<file path="src/rtl/tetris_pkg.sv">
// tetris_pkg
//   Shared definitions for the piece scheduler: piece type codes, LFSR
//   reset seed and tap mask, queue depth and the scheduler FSM encoding.
package tetris_pkg;

  typedef logic [2:0] piece_t;
  typedef logic [1:0] count_t;

  localparam piece_t PIECE_I    = 3'd0;
  localparam piece_t PIECE_J    = 3'd1;
  localparam piece_t PIECE_L    = 3'd2;
  localparam piece_t PIECE_O    = 3'd3;
  localparam piece_t PIECE_S    = 3'd4;
  localparam piece_t PIECE_T    = 3'd5;
  localparam piece_t PIECE_Z    = 3'd6;
  localparam piece_t PIECE_NONE = 3'd7;  // never a real piece

  localparam logic [7:0] LFSR_RESET_SEED = 8'hAC;
  // x^8+x^6+x^5+x^4+1 in a left-shifting Fibonacci register taps b7,b5,b4,b3.
  localparam logic [7:0] LFSR_TAP_MASK   = 8'b1011_1000;

  localparam int     QUEUE_DEPTH = 3;
  localparam count_t COUNT_FULL  = 2'd3;

  typedef enum logic [1:0] {
    ST_INIT = 2'd0,
    ST_FILL = 2'd1,
    ST_FULL = 2'd2
  } sched_state_t;

endpackage

</file>
<file path="src/rtl/lfsr8_load.sv">
// lfsr8_load
//   Free-running 8-bit Fibonacci LFSR with a synchronous load.
//   A zero seed would lock the register at zero, so it is replaced by 8'h01.
// Ports:
//   clock     - rising-edge clock
//   resetn    - asynchronous active-low reset, loads RESET_SEED
//   load      - load seed instead of shifting this cycle
//   seed      - value to load
//   lfsr_low  - low three bits of the current LFSR state (piece candidate)
module lfsr8_load
  import tetris_pkg::*;
#(
  parameter logic [7:0] RESET_SEED = LFSR_RESET_SEED
) (
  input  logic       clock,
  input  logic       resetn,
  input  logic       load,
  input  logic [7:0] seed,
  output logic [2:0] lfsr_low
);

  logic [7:0] lfsr_q;
  logic [7:0] lfsr_d;
  logic       feedback;

  always_comb begin
    feedback = ^(lfsr_q & LFSR_TAP_MASK);
    if (load) begin
      lfsr_d = (seed == 8'h00) ? 8'h01 : seed;
    end else begin
      lfsr_d = {lfsr_q[6:0], feedback};
    end
  end

  // NOTE: state flops use non-blocking assignments so every flop samples
  // pre-edge values regardless of block evaluation order.
  always_ff @(posedge clock or negedge resetn) begin
    if (!resetn) begin
      lfsr_q <= RESET_SEED;
    end else begin
      lfsr_q <= lfsr_d;
    end
  end

  assign lfsr_low = lfsr_q[2:0];

endmodule

</file>
<file path="src/rtl/piece_scheduler.sv">
// piece_scheduler
//   Generates a stream of Tetris piece types from an LFSR, rejecting the
//   unused code 7 and allowing at most one reroll when a candidate repeats
//   the last pushed piece, and buffers them in a 3-entry FIFO.
// Ports:
//   clock, resetn  - clock and asynchronous active-low reset
//   seed           - LFSR seed, sampled with seed_load
//   seed_load      - reseed the LFSR and flush the queue (wins over req)
//   req            - consume the head piece (ignored when queue is empty)
//   piece/_valid   - head entry of the queue, 0 when invalid
//   preview/_valid - entry behind the head, 0 when invalid
//   count          - queue occupancy 0..3
module piece_scheduler
  import tetris_pkg::*;
#(
  parameter logic [7:0] RESET_SEED = LFSR_RESET_SEED
) (
  input  logic       clock,
  input  logic       resetn,
  input  logic [7:0] seed,
  input  logic       seed_load,
  input  logic       req,
  output logic [2:0] piece,
  output logic       piece_valid,
  output logic [2:0] preview,
  output logic       preview_valid,
  output logic [1:0] count
);

  sched_state_t state_q, state_d;
  count_t       count_q, count_d;
  piece_t       entry_q [QUEUE_DEPTH];
  piece_t       entry_d [QUEUE_DEPTH];
  piece_t       last_q, last_d;
  logic         reroll_q, reroll_d;

  piece_t       cand;
  logic         pop;
  logic         push_window;
  logic         is_none;
  logic         is_repeat;
  logic         push;
  count_t       tail;

  lfsr8_load #(
    .RESET_SEED (RESET_SEED)
  ) u_lfsr (
    .clock    (clock),
    .resetn   (resetn),
    .load     (seed_load),
    .seed     (seed),
    .lfsr_low (cand)
  );

  // Candidate qualification. The reroll rule is only evaluated when a push
  // could actually happen, so idle cycles never burn the reroll.
  // NOTE: every always_comb output gets a default first so no path can
  // leave it unassigned and infer a latch.
  always_comb begin
    pop         = req && (count_q != 2'd0) && !seed_load;
    push_window = (state_q == ST_FILL) && !seed_load &&
                  ((count_q != COUNT_FULL) || pop);
    is_none     = (cand == PIECE_NONE);
    is_repeat   = (cand == last_q);
    push        = push_window && !is_none && !(is_repeat && !reroll_q);
    // Write slot for the new piece, after the head (if any) has left.
    tail        = count_q - {1'b0, pop};
  end

  // Queue, last-pushed and reroll next-state.
  always_comb begin
    entry_d  = entry_q;
    count_d  = count_q;
    last_d   = last_q;
    reroll_d = reroll_q;

    if (seed_load) begin
      for (int i = 0; i < QUEUE_DEPTH; i++) entry_d[i] = PIECE_I;
      count_d  = 2'd0;
      last_d   = PIECE_NONE;
      reroll_d = 1'b0;
    end else begin
      if (pop) begin
        for (int i = 0; i < QUEUE_DEPTH - 1; i++) entry_d[i] = entry_q[i + 1];
        entry_d[QUEUE_DEPTH - 1] = PIECE_I;
      end
      for (int i = 0; i < QUEUE_DEPTH; i++) begin
        if (push && (tail == count_t'(i))) entry_d[i] = cand;
      end
      count_d = count_q + {1'b0, push} - {1'b0, pop};

      if (push) begin
        last_d   = cand;
        reroll_d = 1'b0;
      end else if (push_window && !is_none && is_repeat) begin
        reroll_d = 1'b1;
      end
    end
  end

  // FSM next-state.
  always_comb begin
    state_d = state_q;
    unique case (state_q)
      ST_INIT: state_d = ST_FILL;
      ST_FILL: if (push && !pop && (count_q == 2'd2)) state_d = ST_FULL;
      ST_FULL: if (pop) state_d = ST_FILL;
      default: state_d = ST_INIT;
    endcase
    if (seed_load) state_d = ST_INIT;
  end

  // FSM state register.
  always_ff @(posedge clock or negedge resetn) begin
    if (!resetn) begin
      state_q <= ST_INIT;
    end else begin
      state_q <= state_d;
    end
  end

  // Queue storage. NOTE: the three entries are reset explicitly; at this
  // size they are plain flops, and a defined reset value keeps the outputs
  // deterministic for the bench and downstream logic.
  always_ff @(posedge clock or negedge resetn) begin
    if (!resetn) begin
      for (int i = 0; i < QUEUE_DEPTH; i++) entry_q[i] <= PIECE_I;
      count_q  <= 2'd0;
      last_q   <= PIECE_NONE;
      reroll_q <= 1'b0;
    end else begin
      entry_q  <= entry_d;
      count_q  <= count_d;
      last_q   <= last_d;
      reroll_q <= reroll_d;
    end
  end

  // Outputs are masked to zero when the corresponding entry is invalid.
  always_comb begin
    piece_valid   = (count_q != 2'd0);
    preview_valid = (count_q >= 2'd2);
    piece         = piece_valid   ? entry_q[0] : PIECE_I;
    preview       = preview_valid ? entry_q[1] : PIECE_I;
    count         = count_q;
  end

endmodule

</file>
<file path="config.mk">
export PLATFORM = sky130hd
export DESIGN_NAME = piece_scheduler
export DESIGN_NICKNAME = d
export VERILOG_FILES = /design/src/rtl/tetris_pkg.sv /design/src/rtl/lfsr8_load.sv /design/src/rtl/piece_scheduler.sv
export SDC_FILE = /design/constraint.sdc
export NUM_CORES = 1
export LEC_CHECK = 0
export BUFFER_PORTS_ARGS = -buffer_cell sky130_fd_sc_hd__buf_2
export CAP_MARGIN = 20
export CORE_UTILIZATION = 60
export CTS_BUF_LIST = sky130_fd_sc_hd__clkbuf_4
export CTS_CLUSTER_SIZE = 14
export DETAILED_ROUTE_END_ITERATION = 16
export PLACE_DENSITY = 0.84
export SYNTH_ARGS = -nofsm -noshare
export SYNTH_HDL_FRONTEND = slang
export SYNTH_SLANG_ARGS = --single-unit
</file>
<file path="constraint.sdc">
create_clock -name clock -period 7 [get_ports clock]
set_input_delay 0 -clock clock [delete_from_list [all_inputs] [get_ports clock]]
set_output_delay 0 -clock clock [all_outputs]
set_load 0.02 [all_outputs]
</file>
==> impl_metrics.json <==
{
  "status": "complete, no violations",
  "maxCapViolCount": 0,
  "placed_area_sq_um": 1500,
  "synth_area_sq_um": 1390,
  "io_buffers": 21,
  "seq_area_frac_synth": 0.457,
  "grt_pass1_vias": 1040,
  "p_total_uw": 354,
  "fillerInstances": 160,
  "fin_crit_ns": 2.54,
  "synth-seq-cells": 25,
  "worstSetupPathType": "reg2reg",
  "tightest_slew_ns": 0.574,
  "viasPerCell": 5.55,
  "grt_pass1_wl_um": 4730,
  "route.detailed.drc": 0,
  "p_leak_uw": 0.000806,
  "layout-drive-gt1-share": 0.270,
  "cts_tree": "yes",
  "report.final.setup_viol": 0,
  "ant_nets": 0,
  "wirelength_um": 2780,
  "switching_share": 0.341,
  "ir_worst_vdd_uv": 163,
  "cts_made_buffers": 3,
  "relSlewSlack": 0.617,
  "coreArea_sq_um": 2190,
  "grt_use_total": 0.261,
  "cts_root_buffer": "clkbuf_4",
  "area_delta_synth_final_pct": 16.8,
  "synth_cells": 131,
  "cp-start-kind": "register",
  "skew_ns": 0.00410,
  "clock_latency_ns": 0.32,
  "worstPathRequired_ns": 7.23,
  "clk_pin_slew_worst_paths_ns": 0.13,
  "die_h_um": 50.1,
  "critPathMaxFanout": 11,
  "hold_class": "in2reg",
  "cts_sinks": 25,
  "top_level_ports": 22,
  "worstPathArrival_ns": 2.77,
  "dp_hpwl_um": 2020,
  "synthesis.nets": 147,
  "fmax_ghz": 0.393,
  "critPathCaptureType": "register",
  "fin_area_sq_um": 1620,
  "gp_congestion": 0.788,
  "diodes": 0,
  "die_w_um": 50.1,
  "htree_levels": 1,
  "yosys_warnings": 0,
  "cts_resized": 0,
  "die_area_sq_um": 2510,
  "overflow": 0,
  "start_util": 0.633,
  "p_int_uw": 233,
  "tns_ns": 0,
  "net-switching-power_uw": 121,
  "powerDensity_nw_per_um2": 218,
  "yosysUniqueCellTypes": 34,
  "fin_crit_sh": 0.363,
  "syn_area_per_cell_sq_um": 10.6,
  "vias": 1038,
  "antenna_found_initial": 0,
  "clkPwrFrac": 0.189,
  "rsz0062_at_grt": "no",
  "drt_iter0_markers": 34,
  "num_rows": 17,
  "hold_violations": 0,
  "p_comb_frac": 0.306,
  "pwr-share-seq": 0.505,
  "final_nets": 176,
  "fin_util": 0.740,
  "clockBufferDepth": 2,
  "grt_max_degree": 30,
  "maxSlewViolCount": 0,
  "wl_per_cell_um": 14.9,
  "firstDrtPassIters": 4
}
[area by class of cell]
type	instances	area, sq um	share of cell area
clock buffer	4	30.0	0.0185
inverter	11	41.3	0.0255
multi-input combinational	89	684	0.422
sequential	25	634	0.392
tap	28	35.0	0.0216
timing repair buffer	30	195	0.120
[sequential cells by signal, indices dropped and copies added, names as in the netlist]
| register | count |
|---|---|
| u_lfsr.lfsr_q | 8 |
| count | 2 |
| entry_q | 9 |
| reroll_q | 1 |
| state_q | 2 |
| last_q | 3 |
[metal layers]
layer | global-route usage | vias up | routed length (um)
li1 | - | 501 | -
met4 | 0.114 | 0 | 44
met5 | 0 | - | 0
met2 | 0.471 | 31 | 1520
met1 | 0.306 | 501 | 1130
met3 | 0.0278 | 5 | 87
[layout by cell type (no fill, tap or decap)]
master         netlist  final
nand3b_1             1      1
xnor2_1              4      4
nor2b_1              5      5
xnor2_2              1      1
mux2i_1             10     10
and2_1               3      3
nor2_1              18     18
dfstp_2              7      7
a211oi_1             3      3
or4_1                1      1
or3_1                1      1
dlygate4sd3_1        0      9
buf_2                1     21
a211o_1              3      3
nand3_1              1      1
mux2_1               3      3
o21ai_2              1      1
ha_1                 4      4
a21o_1               3      3
clkbuf_4             0      4
nor4_4               2      2
xor2_1               4      4
nand2_1              5      5
mux2_2               4      4
nand4_2              1      1
or2_2                1      1
nand4b_1             1      1
nor3_2               1      1
inv_1               11     11
nor4_1               4      4
a31oi_1              1      1
dfrtp_1             18     18
a21oi_1              1      1
o21ai_0              2      2
[critical path: stages (launching register included)]
cell	delay [ns]
dfrtp_1	0.53
o21ai_2	0.54
nor2_1	0.16
ha_1	0.25
xnor2_2	0.24
nand2_1	0.15
or3_1	0.36
a211oi_1	0.21
[synthesized netlist by cell type]
cell	number	area, sq um
a211o_1	3	26.3
a211oi_1	3	22.5
a21o_1	3	22.5
a21oi_1	1	5.00
a31oi_1	1	6.26
and2_1	3	18.8
buf_2	1	5.00
buf_4	1	7.51
clkbuf_1	4	15.0
dfrtp_1	18	450
dfstp_2	7	184
ha_1	4	50.1
inv_1	11	41.3
mux2_1	3	33.8
mux2_2	4	45.0
mux2i_1	10	100
nand2_1	5	18.8
nand3_1	1	5.00
nand3b_1	1	7.51
nand4_2	1	12.5
nand4b_1	1	8.76
nor2_1	18	67.6
nor2b_1	5	31.3
nor3_2	1	10.0
nor4_1	4	25.0
nor4_4	2	42.5
o21ai_0	2	10.0
o21ai_2	1	8.76
or2_2	1	6.26
or3_1	1	6.26
or4_1	1	7.51
xnor2_1	4	35.0
xnor2_2	1	16.3
xor2_1	4	35.0
[worst paths after layout]
path / startpoint / end / slack, ns / cells past startpoint
setup / recovery: count[1] / entry_q[7] / 4.46 / 7
hold / removal: seed_load / state_q[0] / 0.14 / 2
setup reg to reg: count[1] / entry_q[7] / 4.46 / 7
hold reg to reg: u_lfsr.lfsr_q[6] / u_lfsr.lfsr_q[7] / 0.50 / 1
max in group asynchronous: resetn / last_q[1] / 6.45 / 2
min in group asynchronous: resetn / count[1] / 0.17 / 2
[metrics by stage]
step | setup slack [ns] | hold WS (ns) | instances
floorplan | 4.66 | -0.296 | 131
global placement | 4.55 | 0.00438 | 174
detailed placement | 4.49 | 0.0160 | 174
CTS | 4.45 | 0.142 | 187
global route | 4.23 | 0.161 | 187
finish | 4.46 | 0.141 | 187
[cell families after synthesis]
group / after synthesis / synth area share
and+or+nand+nor: 45 / 0.193
DFF: 25 / 0.457
buffers and inverters: 17 / 0.0496
muxes: 17 / 0.129
AOI/OAI and AO/OA: 14 / 0.0730
xor gates and xnor gates: 9 / 0.0622
adders and majority gates: 4 / 0.0361
[power by group through the flow]
stage,Sequential (uW),Combinational [uW],Clock [uW]
finish,179,108,66.9
global route,181,120,74.1
CTS,178,109,68.4
floorplan,177,81.3,0
detailed placement,181,104,0
global placement,180,101,0
[what timing repair did]
item / 4_1_cts / 5_1_grt
hold buffers: 9 / 0
endpoints found under the hold margin: 26 / 0
setup buffers: 0 / 0
Power figures use the tool's default switching activity.
